<file path="config.mk">
export PLATFORM = sky130hd
export DESIGN_NAME = ram_bist_ctrl_flat
export DESIGN_NICKNAME = d
export VERILOG_FILES = /design/src/rtl/ram_bist_pkg.sv /design/src/rtl/ram_bist_if.sv /design/src/rtl/ram_bist_chk.sv /design/src/rtl/ram_bist_ctrl.sv /design/src/flat_wrapper.sv
export SDC_FILE = /design/constraint.sdc
export NUM_CORES = 1
export LEC_CHECK = 0
export BUFFER_PORTS_ARGS = -buffer_cell sky130_fd_sc_hd__buf_4
export CAP_MARGIN = 20
export CELL_PAD_IN_SITES_DETAIL_PLACEMENT = 2
export CELL_PAD_IN_SITES_GLOBAL_PLACEMENT = 2
export CORE_MARGIN = 4
export CORE_UTILIZATION = 37
export CTS_CLUSTER_DIAMETER = 120
export CTS_CLUSTER_SIZE = 8
export DETAILED_ROUTE_END_ITERATION = 16
export GPL_TIMING_DRIVEN = 0
export PLACE_DENSITY_LB_ADDON = 0.1
export SYNTH_ARGS = -nofsm -noshare
export SYNTH_HDL_FRONTEND = slang
export SYNTH_SLANG_ARGS = --single-unit
</file>
<file path="constraint.sdc">
create_clock -name clka -period 2.1 [get_ports clka]
set_input_delay 0.21 -clock clka [delete_from_list [all_inputs] [get_ports clka]]
set_output_delay 0.21 -clock clka [all_outputs]
set_load 0.005 [all_outputs]
</file>
<file path="src/rtl/ram_bist_pkg.sv">
// ============================================================================
// Module      : ram_bist_pkg
// Description : Shared types, latency limits and data pattern for the RAM BIST.
// Revision    : 1.0 - initial release
// ============================================================================
`default_nettype none

package ram_bist_pkg;

   typedef enum logic [2:0] {
      IDLE  = 3'd0,
      WRITE = 3'd1,
      READ  = 3'd2,
      DRAIN = 3'd3,
      DONE  = 3'd4
   } bist_state_e;

   localparam int c_rd_lat_min = 1;
   localparam int c_rd_lat_max = 2;

   // Out-of-range latencies are pulled to the nearest legal value.
   function automatic int legal_rd_latency(input int lat);
      if (lat < c_rd_lat_min) return c_rd_lat_min;
      if (lat > c_rd_lat_max) return c_rd_lat_max;
      return lat;
   endfunction

   // Address zero-extended to 64 bits; callers truncate to their data width.
   function automatic logic [63:0] bist_pattern(input logic [31:0] addr, input logic inv);
      logic [63:0] v;
      v = {32'd0, addr};
      return inv ? ~v : v;
   endfunction

endpackage

`default_nettype wire

</file>
<file path="src/rtl/ram_bist_if.sv">
// ============================================================================
// Module      : ram_bist_if
// Description : Control/status and RAM port bundle of the BIST sequencer.
// Revision    : 1.0 - initial release
// ============================================================================
`default_nettype none

interface ram_bist_if #(
   parameter int DATA_WIDTH = 8,
   parameter int ADDR_WIDTH = 9
) ();
   logic                  start;
   logic                  ram_we;
   logic [ADDR_WIDTH-1:0] ram_waddr;
   logic [DATA_WIDTH-1:0] ram_wdata;
   logic [ADDR_WIDTH-1:0] ram_raddr;
   logic [DATA_WIDTH-1:0] ram_rdata;
   logic                  busy;
   logic                  done;
   logic                  pass;
   logic [ADDR_WIDTH+1:0] err_count;
   logic [ADDR_WIDTH-1:0] first_err_addr;

   modport master (
      input  start, ram_rdata,
      output ram_we, ram_waddr, ram_wdata, ram_raddr,
             busy, done, pass, err_count, first_err_addr
   );

   modport slave (
      output start, ram_rdata,
      input  ram_we, ram_waddr, ram_wdata, ram_raddr,
             busy, done, pass, err_count, first_err_addr
   );
endinterface

`default_nettype wire

</file>
<file path="src/rtl/ram_bist_chk.sv">
// ============================================================================
// Module      : ram_bist_chk
// Description : Read-latency delay line, read-data comparator and error stats.
// Revision    : 1.0 - initial release
// ============================================================================
`default_nettype none

module ram_bist_chk
   import ram_bist_pkg::*;
#(
   parameter int DATA_WIDTH = 8,
   parameter int ADDR_WIDTH = 9,
   parameter int RD_LATENCY = 1
) (
   input  wire logic                  clka,
   input  wire logic                  rst_n,
   input  wire logic                  clear,
   input  wire logic                  flush,
   input  wire logic                  rd_valid,
   input  wire logic [DATA_WIDTH-1:0] rd_exp,
   input  wire logic [ADDR_WIDTH-1:0] rd_addr,
   input  wire logic [DATA_WIDTH-1:0] rdata,
   output logic                       mismatch,
   output logic [ADDR_WIDTH+1:0]      err_count,
   output logic [ADDR_WIDTH-1:0]      first_err_addr
);

   localparam int c_depth = legal_rd_latency(RD_LATENCY);

   typedef struct packed {
      logic                  vld;
      logic [DATA_WIDTH-1:0] exp;
      logic [ADDR_WIDTH-1:0] addr;
   } stage_t;

   stage_t w_stage_in [c_depth];
   stage_t r_stage    [c_depth];
   stage_t w_tail;

   for (genvar gi = 0; gi < c_depth; gi++) begin : g_link
      if (gi == 0) begin : g_head
         assign w_stage_in[gi] = '{vld: rd_valid, exp: rd_exp, addr: rd_addr};
      end else begin : g_body
         assign w_stage_in[gi] = r_stage[gi-1];
      end
   end

   always_ff @(posedge clka or negedge rst_n) begin
      if (!rst_n) begin
         for (int i = 0; i < c_depth; i++) r_stage[i] <= '0;
      end else begin
         for (int i = 0; i < c_depth; i++) begin
            r_stage[i] <= '{vld:  w_stage_in[i].vld & ~flush,
                            exp:  w_stage_in[i].exp,
                            addr: w_stage_in[i].addr};
         end
      end
   end

   assign w_tail   = r_stage[c_depth-1];
   assign mismatch = w_tail.vld & (rdata != w_tail.exp);

   // A new test clears the statistics even if a stale compare lands this cycle.
   always_ff @(posedge clka or negedge rst_n) begin
      if (!rst_n) begin
         err_count      <= '0;
         first_err_addr <= '0;
      end else if (clear) begin
         err_count      <= '0;
         first_err_addr <= '0;
      end else if (mismatch) begin
         err_count <= err_count + 1'b1;
         if (err_count == '0) first_err_addr <= w_tail.addr;
      end
   end

endmodule

`default_nettype wire

</file>
<file path="src/rtl/ram_bist_ctrl.sv">
// ============================================================================
// Module      : ram_bist_ctrl
// Description : Two-pass write/read/compare BIST sequencer for a dual-port RAM.
//               Optional RAM_BIST_STOP_ON_ERR_EN: abort to DONE on first error.
// Revision    : 1.0 - initial release
// ============================================================================
`default_nettype none

module ram_bist_ctrl
   import ram_bist_pkg::*;
#(
   parameter int DATA_WIDTH = 8,
   parameter int ADDR_WIDTH = 9,
   parameter int RD_LATENCY = 1
) (
   input  wire logic  clka,
   input  wire logic  rst_n,
   ram_bist_if.master bus
);

   localparam int c_lat = legal_rd_latency(RD_LATENCY);
   localparam logic [ADDR_WIDTH-1:0] c_drain_last = ADDR_WIDTH'(c_lat - 1);
`ifdef RAM_BIST_STOP_ON_ERR_EN
   localparam logic c_stop_on_err = 1'b1;
`else
   localparam logic c_stop_on_err = 1'b0;
`endif

   bist_state_e r_state;
   bist_state_e w_next_state;

   logic [ADDR_WIDTH-1:0] r_cnt;
   logic                  r_pass_idx;
   logic                  r_we;
   logic [ADDR_WIDTH-1:0] r_waddr;
   logic [DATA_WIDTH-1:0] r_wdata;
   logic [ADDR_WIDTH-1:0] r_raddr;
   logic                  r_rd_valid;
   logic [DATA_WIDTH-1:0] r_rd_exp;
   logic                  r_busy;
   logic                  r_done;

   logic                  w_accept;
   logic                  w_cnt_last;
   logic                  w_drain_last;
   logic                  w_mismatch;
   logic                  w_abort;
   logic                  w_we_d;
   logic                  w_rd_valid_d;
   logic                  w_busy_d;
   logic                  w_done_d;
   logic [DATA_WIDTH-1:0] w_pat;
   logic [ADDR_WIDTH+1:0] w_err_count;
   logic [ADDR_WIDTH-1:0] w_first_err_addr;

   assign w_accept     = bus.start & ((r_state == IDLE) | (r_state == DONE));
   assign w_cnt_last   = (r_cnt == '1);
   assign w_drain_last = (r_cnt == c_drain_last);
   assign w_abort      = w_mismatch & c_stop_on_err;
   assign w_pat        = DATA_WIDTH'(bist_pattern(32'(r_cnt), r_pass_idx));

   always_ff @(posedge clka or negedge rst_n) begin
      if (!rst_n) r_state <= IDLE;
      else        r_state <= w_next_state;
   end

   always_comb begin
      w_next_state = r_state;
      unique case (r_state)
         IDLE:    if (w_accept) w_next_state = WRITE;
         WRITE:   if (w_abort) w_next_state = DONE;
                  else if (w_cnt_last) w_next_state = READ;
         READ:    if (w_abort) w_next_state = DONE;
                  else if (w_cnt_last) w_next_state = DRAIN;
         DRAIN:   if (w_abort) w_next_state = DONE;
                  else if (w_drain_last) w_next_state = r_pass_idx ? DONE : WRITE;
         DONE:    if (w_accept) w_next_state = WRITE;
         default: w_next_state = IDLE;
      endcase
   end

   // Next values for the registered outputs; done is held in DONE until restart.
   always_comb begin
      w_we_d       = (r_state == WRITE) & ~w_abort;
      w_rd_valid_d = (r_state == READ)  & ~w_abort;
      w_busy_d     = (w_next_state == WRITE) | (w_next_state == READ) |
                     (w_next_state == DRAIN);
      w_done_d     = (r_state == DONE) ? ~w_accept : w_abort;
   end

   always_ff @(posedge clka or negedge rst_n) begin
      if (!rst_n) begin
         r_cnt      <= '0;
         r_pass_idx <= 1'b0;
         r_we       <= 1'b0;
         r_waddr    <= '0;
         r_wdata    <= '0;
         r_raddr    <= '0;
         r_rd_valid <= 1'b0;
         r_rd_exp   <= '0;
         r_busy     <= 1'b0;
         r_done     <= 1'b0;
      end else begin
         r_we       <= w_we_d;
         r_rd_valid <= w_rd_valid_d;
         r_busy     <= w_busy_d;
         r_done     <= w_done_d;
         if (r_state == WRITE) begin
            r_waddr <= r_cnt;
            r_wdata <= w_pat;
         end
         if (r_state == READ) begin
            r_raddr  <= r_cnt;
            r_rd_exp <= w_pat;
         end
         if (w_accept) begin
            r_cnt      <= '0;
            r_pass_idx <= 1'b0;
         end else if ((r_state == DRAIN) && w_drain_last) begin
            r_cnt      <= '0;
            r_pass_idx <= 1'b1;
         end else if ((r_state == WRITE) || (r_state == READ) || (r_state == DRAIN)) begin
            r_cnt <= r_cnt + 1'b1;
         end
      end
   end

   ram_bist_chk #(
      .DATA_WIDTH (DATA_WIDTH),
      .ADDR_WIDTH (ADDR_WIDTH),
      .RD_LATENCY (c_lat)
   ) u_chk (
      .clka           (clka),
      .rst_n          (rst_n),
      .clear          (w_accept),
      .flush          (w_accept | w_abort),
      .rd_valid       (r_rd_valid),
      .rd_exp         (r_rd_exp),
      .rd_addr        (r_raddr),
      .rdata          (bus.ram_rdata),
      .mismatch       (w_mismatch),
      .err_count      (w_err_count),
      .first_err_addr (w_first_err_addr)
   );

   assign bus.ram_we         = r_we;
   assign bus.ram_waddr      = r_waddr;
   assign bus.ram_wdata      = r_wdata;
   assign bus.ram_raddr      = r_raddr;
   assign bus.busy           = r_busy;
   assign bus.done           = r_done;
   assign bus.pass           = r_done & (w_err_count == '0);
   assign bus.err_count      = w_err_count;
   assign bus.first_err_addr = w_first_err_addr;

endmodule

`default_nettype wire

</file>
<file path="src/flat_wrapper.sv">
// flat-port wrapper written by rule: the top's interface ports become plain ports
module ram_bist_ctrl_flat import ram_bist_pkg::*;
#(
   parameter int DATA_WIDTH = 8,
   parameter int ADDR_WIDTH = 9,
   parameter int RD_LATENCY = 1
)
  (clka, rst_n, bus_start, bus_ram_rdata, bus_ram_we, bus_ram_waddr, bus_ram_wdata, bus_ram_raddr, bus_busy, bus_done, bus_pass, bus_err_count, bus_first_err_addr);
  ram_bist_if #(.DATA_WIDTH(DATA_WIDTH), .ADDR_WIDTH(ADDR_WIDTH)) bus_i ();
  input  wire logic clka;
  input  wire logic rst_n;
  input wire logic [$bits(bus_i.start)-1:0] bus_start;
  input wire logic [$bits(bus_i.ram_rdata)-1:0] bus_ram_rdata;
  output wire logic [$bits(bus_i.ram_we)-1:0] bus_ram_we;
  output wire logic [$bits(bus_i.ram_waddr)-1:0] bus_ram_waddr;
  output wire logic [$bits(bus_i.ram_wdata)-1:0] bus_ram_wdata;
  output wire logic [$bits(bus_i.ram_raddr)-1:0] bus_ram_raddr;
  output wire logic [$bits(bus_i.busy)-1:0] bus_busy;
  output wire logic [$bits(bus_i.done)-1:0] bus_done;
  output wire logic [$bits(bus_i.pass)-1:0] bus_pass;
  output wire logic [$bits(bus_i.err_count)-1:0] bus_err_count;
  output wire logic [$bits(bus_i.first_err_addr)-1:0] bus_first_err_addr;
  assign bus_i.start = bus_start;
  assign bus_i.ram_rdata = bus_ram_rdata;
  assign bus_ram_we = bus_i.ram_we;
  assign bus_ram_waddr = bus_i.ram_waddr;
  assign bus_ram_wdata = bus_i.ram_wdata;
  assign bus_ram_raddr = bus_i.ram_raddr;
  assign bus_busy = bus_i.busy;
  assign bus_done = bus_i.done;
  assign bus_pass = bus_i.pass;
  assign bus_err_count = bus_i.err_count;
  assign bus_first_err_addr = bus_i.first_err_addr;
  ram_bist_ctrl #(.DATA_WIDTH(DATA_WIDTH), .ADDR_WIDTH(ADDR_WIDTH), .RD_LATENCY(RD_LATENCY)) u_core (.clka(clka), .rst_n(rst_n), .bus(bus_i));
endmodule
</file>
==> qor.yml, run 1 <==
setup_violations: 10
power_density_nw_per_um2: 1360
cp-start-kind: "flop"
crit_slowest_cell: "nor4_1"
leakagePower_uw: 0.00225
fin_ws_ns: -0.0925
clock_sinks: 89
syn-num-nets: 320
period_share: 1.04
grt_max_degree: 66
arrival_ns: 1.98
violations: "setup timing"
area_growth_pct: 29.6
fp.dieArea_sq_um: 11500
htree_levels: 3
hold_start: "bus_start"
clock_latency_ns: 0.36
root_buffer: "clkbuf_8"
synth_top_flop_cell: "dfrtp_1"
drv_slew: 0
relSlewSlack: 0.425
final_nets: 409
syn_inst: 304
finish.utilization: 0.500
whs_ns: 0.0581
core_sq_um: 9420
fin_skew_ns: 0.0103
clkTransAtPathRegs_ns: 0.10
setup_tns_ns: -0.497
r2r-start: "u_core.u_chk.err_count[1]"
hpwlAfterDp_um: 6480
synth-edff-count: 0
gr-total-overflow: 0
grt.total_usage: 0.180
synth_top_area_cell: "dfrtp_1"
ys_types: 40
drive_gt1_frac: 0.357
power_uw: 6420
vias: 2632
rsz0062_at_grt: "true"
yosysTopAreaCellShare: 0.613
synthArstFlopShare: 1.00
multi_input_area_sq_um: 1360
ir_worst_vdd_v: 0.000645
ant_nets: 0
start_util: 0.386
fin_crit_ns: 2.19
cap_violations: 0
ys_seq_area_frac: 0.613
die_h_um: 107
pre_cts_slack_ns: -0.184
timing.final.hold_violations: 0
syn-cell-area_sq_um: 3630
register_area_sq_um: 2240
critical_path_buf_inv_count: 1
numCtsBuffers: 9
portBuffers: 60
antenna_found_initial: 0
io_pins: 61
totalWireLength_um: 9960
core.rowCount: 35
avgSynthCellArea_sq_um: 11.9
fillers: 959
wl_per_cell_um: 18.9
worst_pin_slew_ns: 0.855
grt_pass1_vias: 2916
worstPathRequired_ns: 1.89
n_antenna_cell: 0
synth_top_cells_by_area: "dfrtp_1 61%, mux2_2 5.6%, xnor2_1 4.8%"
first_pass_iters: 4
cts_tree: "done"
globalplace.congestion: 0.765
avgViaCountPerCell: 4.99
cts.path.max_buffers: 2
critPathLaunch: "u_core.u_chk.err_count[7]"
synth_seq_cells: 89
hold_class: "in2reg"
path_max_fanout: 6
path_delay_family: "simple AND/OR/NAND/NOR gates"
max_freq_ghz: 0.456
slowest_delay_ns: 0.77
grt_pass1_wl_um: 16000
crit_chain: "nor4_1, and3_4, buf_6"
die_w_um: 107
drt_iter0_drc: 60
status: "complete, but fails checks"
ys_warn_count: 0
path_class: "reg2out"
endpoint_kind: "primary output"
drc: 0
-- placed cells by master (no fill, tap or decap), types with 2 or more instances in the layout --
cell        Yosys  layout
a21oi_1        26      26
clkbuf_1        6       4
nor4_1          2       2
inv_1           5       3
buf_6           1       3
or3_1           4       4
mux2i_2         0       2
and2_1          2       2
dfrtp_2         0       7
buf_2           9       8
nand2_1         9       9
mux2i_1        12      10
mux2_2         18      18
o31ai_1         4       4
inv_2           0       2
xor2_1          5       5
ha_1            5       3
clkbuf_8        0       9
bufinv_16       0       2
xnor2_1        20      20
buf_4           0      76
inv_6           0       2
clkinvlp_4      0       2
or4_1           4       4
nor2_1         46      46
o21ai_0         5       5
nand3_1         5       5
nand4_1         7       7
and4b_1         2       2
dfrtp_1        89      82
-- cell families after synthesis --
| group | share of synthesized area |
|---|---|
| buffers and inverters | 0.0279 |
| adder cells (fa/ha/maj) | 0.0172 |
| AO/OA/AOI/OAI | 0.0665 |
| flip-flops | 0.613 |
| XOR/XNOR | 0.0603 |
| multiplexers | 0.0889 |
| AND/OR/NAND/NOR | 0.126 |
-- path summary, 6_finish.rpt --
path	depth (start not counted)	end	slack, ns
max	3	bus_pass	-0.09
min	2	u_core.bus.done	0.06
max reg2reg	9	u_core.u_chk.first_err_addr[3]	-0.07
min reg2reg	0	u_core.u_chk.r_stage[11]	0.39
max in group asynchronous	3	u_core.r_cnt[4]	1.14
min in group asynchronous	2	u_core.u_chk.err_count[7]	0.29
-- power by group --
part / switching (uW) / total [uW] / internal, uW
Combinational: 1220 / 2420 / 1200
Sequential: 354 / 2660 / 2310
Clock: 659 / 1340 / 681
-- cell usage after synthesis, types with 2 or more instances --
| cell type | count |
|---|---|
| clkbuf_1 | 6 |
| xor2_1 | 5 |
| o31ai_1 | 4 |
| dfrtp_1 | 89 |
| mux2_2 | 18 |
| xnor2_1 | 20 |
| nor2_1 | 46 |
| inv_1 | 5 |
| o21ai_0 | 5 |
| or4_1 | 4 |
| or3_1 | 4 |
| ha_1 | 5 |
| and4b_1 | 2 |
| mux2i_1 | 12 |
| and2_1 | 2 |
| nor4_1 | 2 |
| nand4_1 | 7 |
| nand2_1 | 9 |
| a21oi_1 | 26 |
| buf_2 | 9 |
| nand3_1 | 5 |
-- timing repair --
item                                    CTS  global route
resized for setup                        13            11
gates cloned                              0             1
endpoints found under the setup margin    3            20
hold buffers                              1             0
setup buffers                             4            13
endpoints found under the hold margin    24             0
pin swaps                                 3             1
-- layer usage --
layer,vias up,track usage,part of all wire
met4,0,0.0630,0.012
met1,1365,0.230,0.44
met2,43,0.308,0.52
met3,9,0.0295,0.030
li1,1215,-,-
met5,-,0,0
-- final cells by class --
type                       count  area share
sequential                    89       0.475
multi-input combinational    193       0.288
timing repair buffer          80       0.134
tap                          129      0.0343
clock buffer                   9      0.0263
clock inverter                 7      0.0215
buffer                        15      0.0165
inverter                       5     0.00399
-- state kept, by name (all words and copies together), names as in the netlist, 3 cells and up --
signal / cells
u_core.u_chk.first_err_addr: 9
u_core.bus.ram_raddr: 9
u_core.bus.ram_waddr: 9
u_core.r_state: 3
u_core.u_chk.r_stage: 18
u_core.bus.ram_wdata: 8
u_core.r_rd_exp: 8
u_core.r_cnt: 9
u_core.u_chk.err_count: 11
-- metrics by stage --
stage,std cells,cell area (sq um)
floorplan,304,3630
global placement,493,4240
detailed placement,494,4270
CTS,513,4570
global route,527,4710
finish,527,4710
(Power assumes the default switching activity.)
==> run 2: changes to the inputs <==
--- a/config.mk
+++ b/config.mk
@@ -16,6 +16,7 @@
 export DETAILED_ROUTE_END_ITERATION = 16
 export GPL_TIMING_DRIVEN = 0
 export PLACE_DENSITY_LB_ADDON = 0.1
+export SKIP_CTS_REPAIR_TIMING = 1
 export SYNTH_ARGS = -nofsm -noshare
 export SYNTH_HDL_FRONTEND = slang
 export SYNTH_SLANG_ARGS = --single-unit
==> run 2 against run 1 <==
Non-clock buffer count fell by 13. Largest cell class unchanged. Wire length fell by 5.6%. Cell count fell by 2.5%. The run still ends with setup timing left. Flip-flop and latch count did not move. Design area fell by 2.5%. Critical path depth rose by 3. Global-route usage fell by 0.54 points.
==> qor.yml, run 2 (synthesis results as in run 1) <==
hpwlAfterDp_um: 6480
drive_gt1_frac: 0.335
path_max_fanout: 5
htree_levels: 3
cts.path.max_buffers: 2
critPathLaunch: "u_core.u_chk.err_count[1]"
period_share: 1.04
leakagePower_uw: 0.00219
grt.total_usage: 0.175
clock_latency_ns: 0.36
reg2reg_slack_ns: 0.02
avgViaCountPerCell: 4.97
r2r-start: "u_core.u_chk.err_count[1]"
setup_violations: 1
start_util: 0.386
timing.final.hold_violations: 0
relSlewSlack: 0.550
ir_worst_vdd_v: 0.000569
drc: 0
numCtsBuffers: 9
drt_iter0_drc: 69
largest_register: "u_core.u_chk.r_stage"
n_antenna_cell: 0
fin_ws_ns: -0.0925
clkTransAtPathRegs_ns: 0.08
die_w_um: 107
grt_pass1_wl_um: 15600
endpoint_kind: "primary output"
largest_reg_flops: 18
area_growth_pct: 26.4
whs_ns: 0.0667
wl_per_cell_um: 18.3
register_area_sq_um: 2240
fillers: 965
grt_max_degree: 66
cap_violations: 0
final_common_cell: "dfrtp_1"
ant_nets: 0
arrival_ns: 1.98
fin_crit_ns: 2.19
portBuffers: 60
io_pins: 61
multi_input_area_sq_um: 1340
core.rowCount: 35
totalWireLength_um: 9400
gr-total-overflow: 0
power_density_nw_per_um2: 1350
crit_end: "bus_pass"
cts_tree: "done"
first_pass_iters: 4
status: "complete, but fails checks"
fin_skew_ns: 0.0107
fp.dieArea_sq_um: 11500
hold_class: "in2reg"
r2r_end: "u_core.u_chk.first_err_addr[3]"
worst_r2r_path_depth: 8
die_h_um: 107
worstPathRequired_ns: 1.89
violations: "setup timing"
root_buffer: "clkbuf_8"
grt_pass1_vias: 2876
globalplace.congestion: 0.765
finish.utilization: 0.488
rsz0062_at_grt: "true"
clock_sinks: 89
most-common-layout-cells: "82 x dfrtp_1, 64 x buf_4, 45 x nor2_1"
max_freq_ghz: 0.456
layout_top_registers: "u_core.u_chk.r_stage (18), u_core.u_chk.err_count (11)"
core_sq_um: 9420
vias: 2553
antenna_found_initial: 0
cp-start-kind: "flop"
worst_pin_slew_ns: 0.672
path_class: "reg2out"
drv_slew: 0
final_nets: 396
run 2: worst min-delay path by stage:
stage	endpoint	depth (start not counted)	startpoint
final	u_core.bus.done	2	bus_start
after detailed placement	u_core.u_chk.err_count[7]	1	rst_n
after global routing	u_core.bus.done	2	bus_start
after floorplan	u_core.bus.busy	0	rst_n
after CTS	u_core.u_chk.err_count[7]	1	rst_n
after global placement	u_core.u_chk.r_stage[11]	0	u_core.r_rd_exp[2]
run 2: area by class of cell:
cell class / count / share of cell area
clock buffer: 9 / 0.0270
tap: 129 / 0.0352
inverter: 5 / 0.00409
sequential: 89 / 0.487
clock inverter: 7 / 0.0221
timing repair buffer: 67 / 0.115
buffer: 15 / 0.0169
multi-input combinational: 193 / 0.292
run 2: power by group:
| group | total (uW) | switching (uW) | internal (uW) | leakage [uW] |
|---|---|---|---|---|
| sequential | 2720 | 414 | 2300 | 0.00113 |
| combinational | 2150 | 1070 | 1080 | 0.000953 |
| clock | 1330 | 652 | 681 | 0.000106 |
| total | 6200 | 2140 | 4060 | 0.00219 |
run 2: critical path: stages (launching register included):
cell     delay, ns
dfrtp_2       0.46
inv_2         0.09
ha_4          0.12
or4b_4        0.46
nor3_4        0.21
and3_4        0.20
buf_6         0.09
run 2: metrics by stage:
step	setup slack [ns]	power [uW]	setup TNS (ns)	instance area, sq um	cells
after CTS	-0.185	6180	-0.383	4500	510
after detailed placement	-0.184	4800	-0.184	4270	494
after global placement	-0.0670	4650	-0.0670	4240	493
after global routing	-0.190	6680	-0.908	4590	514
final	-0.0925	6200	-0.0925	4590	514
after floorplan	0.264	3820	0	3630	304
run 2: routing by layer:
metal  routed length (um)  vias up  GRT usage  share of wire
met4                   77        0     0.0630         0.0082
met3                  272        6     0.0301          0.029
met2                 4950       44      0.294           0.53
met1                 4100     1308      0.226           0.44
met5                    0        -          0              0
li1                     -     1195          -              -
==> run 3: changes to the inputs <==
--- a/config.mk
+++ b/config.mk
@@ -5,12 +5,13 @@
 export SDC_FILE = /design/constraint.sdc
 export NUM_CORES = 1
 export LEC_CHECK = 0
+export ABC_AREA = 1
 export BUFFER_PORTS_ARGS = -buffer_cell sky130_fd_sc_hd__buf_4
 export CAP_MARGIN = 20
 export CELL_PAD_IN_SITES_DETAIL_PLACEMENT = 2
 export CELL_PAD_IN_SITES_GLOBAL_PLACEMENT = 2
 export CORE_MARGIN = 4
-export CORE_UTILIZATION = 37
+export CORE_UTILIZATION = 34
 export CTS_CLUSTER_DIAMETER = 120
 export CTS_CLUSTER_SIZE = 8
 export DETAILED_ROUTE_END_ITERATION = 16
==> run 3 against run 2 <==
The flow now finishes without violations. Flip-flop and latch count stayed put. Critical path type is now reg2reg. Maximum frequency is 13% higher. Utilization is 5.6 points lower. Via count is 27% higher. Hold slack better by 0.020 ns. Critical path depth is 1 higher. Area after synthesis is 9.7% higher. Largest power group unchanged.
==> qor.yml, run 3 <==
clock_latency_ns: 0.34
clockPowerShare: 0.338
n_antenna_cell: 0
synthArstFlopShare: 1.00
hold_class: "in2reg"
grt_pass1_vias: 3666
cap_violations: 0
cts_tree: "done"
wl_met2_um: 6010
ys_types: 31
avgSynthCellArea_sq_um: 8.72
root_buffer: "clkbuf_16"
netlist_top_cells_count: "150 x nand2_1, 89 x dfrtp_1, 47 x inv_1"
rsz0062_at_grt: "false"
fin_crit_ns: 1.94
final_common_cell: "nand2_1"
synth_top_flop_cell: "dfrtp_1"
power_density_nw_per_um2: 979
syn-cell-area_sq_um: 3990
avgViaCountPerCell: 4.78
synth_top_cells_by_area: "dfrtp_1 56%, nand2_1 14%, inv_1 4.4%"
core_sq_um: 11500
globalplace.congestion: 0.788
power_uw: 4850
ir_worst_vdd_v: 0.000442
intPower_uw: 3340
syn-num-nets: 473
yosysTopAreaCellShare: 0.559
syn_inst: 457
gr-total-overflow: 0
wl_per_cell_um: 16.7
relSlewSlack: 0.612
cp-start-kind: "flop"
worstPathRequired_ns: 2.31
endpoint_kind: "flop"
htree_levels: 3
largest_reg_flops: 18
yosysMostFrequentCell: "nand2_1"
start_util: 0.348
die_w_um: 116
clkTransAtPathRegs_ns: 0.06
vias: 3239
grt_pass1_wl_um: 18800
fp.dieArea_sq_um: 13500
timing.final.hold_violations: 0
drive_gt1_frac: 0.202
core.rowCount: 39
final_nets: 546
leakagePower_uw: 0.00261
ys_warn_count: 0
synth-edff-count: 0
worst_r2r_path_depth: 7
power_frac_comb: 0.216
fin_skew_ns: 0.00709
hpwlAfterDp_um: 8220
ys_seq_area_frac: 0.559
largest_register: "u_core.u_chk.r_stage"
switchingPower_uw: 1500
layout_top_registers: "u_core.u_chk.r_stage (18), u_core.u_chk.err_count (11)"
grt.total_usage: 0.181
highest_layer: "met4"
die_h_um: 116
totalWireLength_um: 11300
portBuffers: 60
setup_tns_ns: 0
max_freq_ghz: 0.515
setup_violations: 0
fin_ws_ns: 0.159
numCtsBuffers: 9
p_sw_frac: 0.311
clock_sinks: 89
synth_top_area_cell: "dfrtp_1"
drt_iter0_drc: 116
status: "finished clean"
io_pins: 61
ant_nets: 0
synth_seq_cells: 89
pre_cts_slack_ns: 0.183
drc: 0
antenna_found_initial: 0
most-common-layout-cells: "150 x nand2_1, 89 x dfrtp_1, 61 x buf_4"
wl_met3_um: 266
drv_slew: 0
min_delay_path_depth: 2
worst_pin_slew_ns: 0.582
grt_max_degree: 49
area_growth_pct: 24.2
cts.path.max_buffers: 2
path_max_fanout: 6
first_pass_iters: 4
path_class: "reg2reg"
arrival_ns: 2.15
m1WireLength_um: 4870
seq_power_share: 0.446
period_share: 0.924
run 3: changes by cell type after synthesis, sizes merged, moves of 5 or more:
cell / before / now
o21ai: 6 / 28
mux2i: 12 / 0
a21oi: 26 / 5
inv: 5 / 54
xor2: 5 / 19
nand2: 9 / 157
xnor2: 20 / 3
nor2: 46 / 40
nand3: 5 / 30
mux2: 18 / 0
nor3: 1 / 6
run 3: logic make-up after synthesis:
group,synth area share
buffers and inverters,0.0647
adders and majority gates,0.0157
AOI/OAI and AO/OA,0.0493
and+or+nand+nor,0.263
xor gates and xnor gates,0.0484
DFF,0.559
run 3: critical path: stages, from the launching register on:
cell and delay, ns:
dfrtp_1 0.49, ha_1 0.22, nand2_1 0.13, nor4_1 0.30, ha_1 0.26, nor2_1 0.06
a211oi_1 0.23, nand3_1 0.11
run 3: final timing paths:
path,startpoint,endpoint,slack (ns)
worst min-delay path,bus_start,u_core.bus.done,0.09
worst max-delay path,u_core.r_cnt[1],u_core.bus.busy,0.16
worst min register to register,u_core.r_rd_exp[6],u_core.u_chk.r_stage[15],0.38
min in group asynchronous,rst_n,u_core.u_chk.err_count[9],0.41
worst max register to register,u_core.r_cnt[1],u_core.bus.busy,0.16
max in group asynchronous,rst_n,u_core.r_cnt[0],1.04
run 3: routing by layer:
layer,track usage,up-vias
li1,-,1568
met1,0.218,1622
met2,0.325,37
met3,0.0269,12
met4,0.0673,0
met5,0,-
run 3: cell type report:
type / instances / area, sq um
flip-flops and latches: 89 / 2230
fillers: 1287 / 6520
inverters: 54 / 203
multi-input cells: 304 / 1500
clock inverters: 4 / 51.3
well taps: 143 / 179
plain buffers: 10 / 55.1
clock buffers: 12 / 246
repair buffers: 62 / 488
run 3: power groups by stage:
stage               registers, uW  clock network, uW  logic, uW
floorplan                    2140                  0        554
global placement             2180                  0       1020
detailed placement           2190                  0       1070
CTS                          2170               1680       1080
global route                 2200               1760       1200
finish                       2160               1640       1050
run 3: per-stage QoR:
| step | instance area [sq um] | hold slack, ns | util | cells |
|---|---|---|---|---|
| floorplan | 3990 | -0.0856 | - | 457 |
| detailed placement | 4640 | 0.246 | 0.405 | 661 |
| finish | 4950 | 0.0864 | 0.432 | 678 |
| global route | 4950 | 0.0866 | 0.432 | 678 |
| CTS | 4940 | -0.126 | 0.431 | 677 |
| global placement | 4610 | 0.363 | 0.402 | 660 |
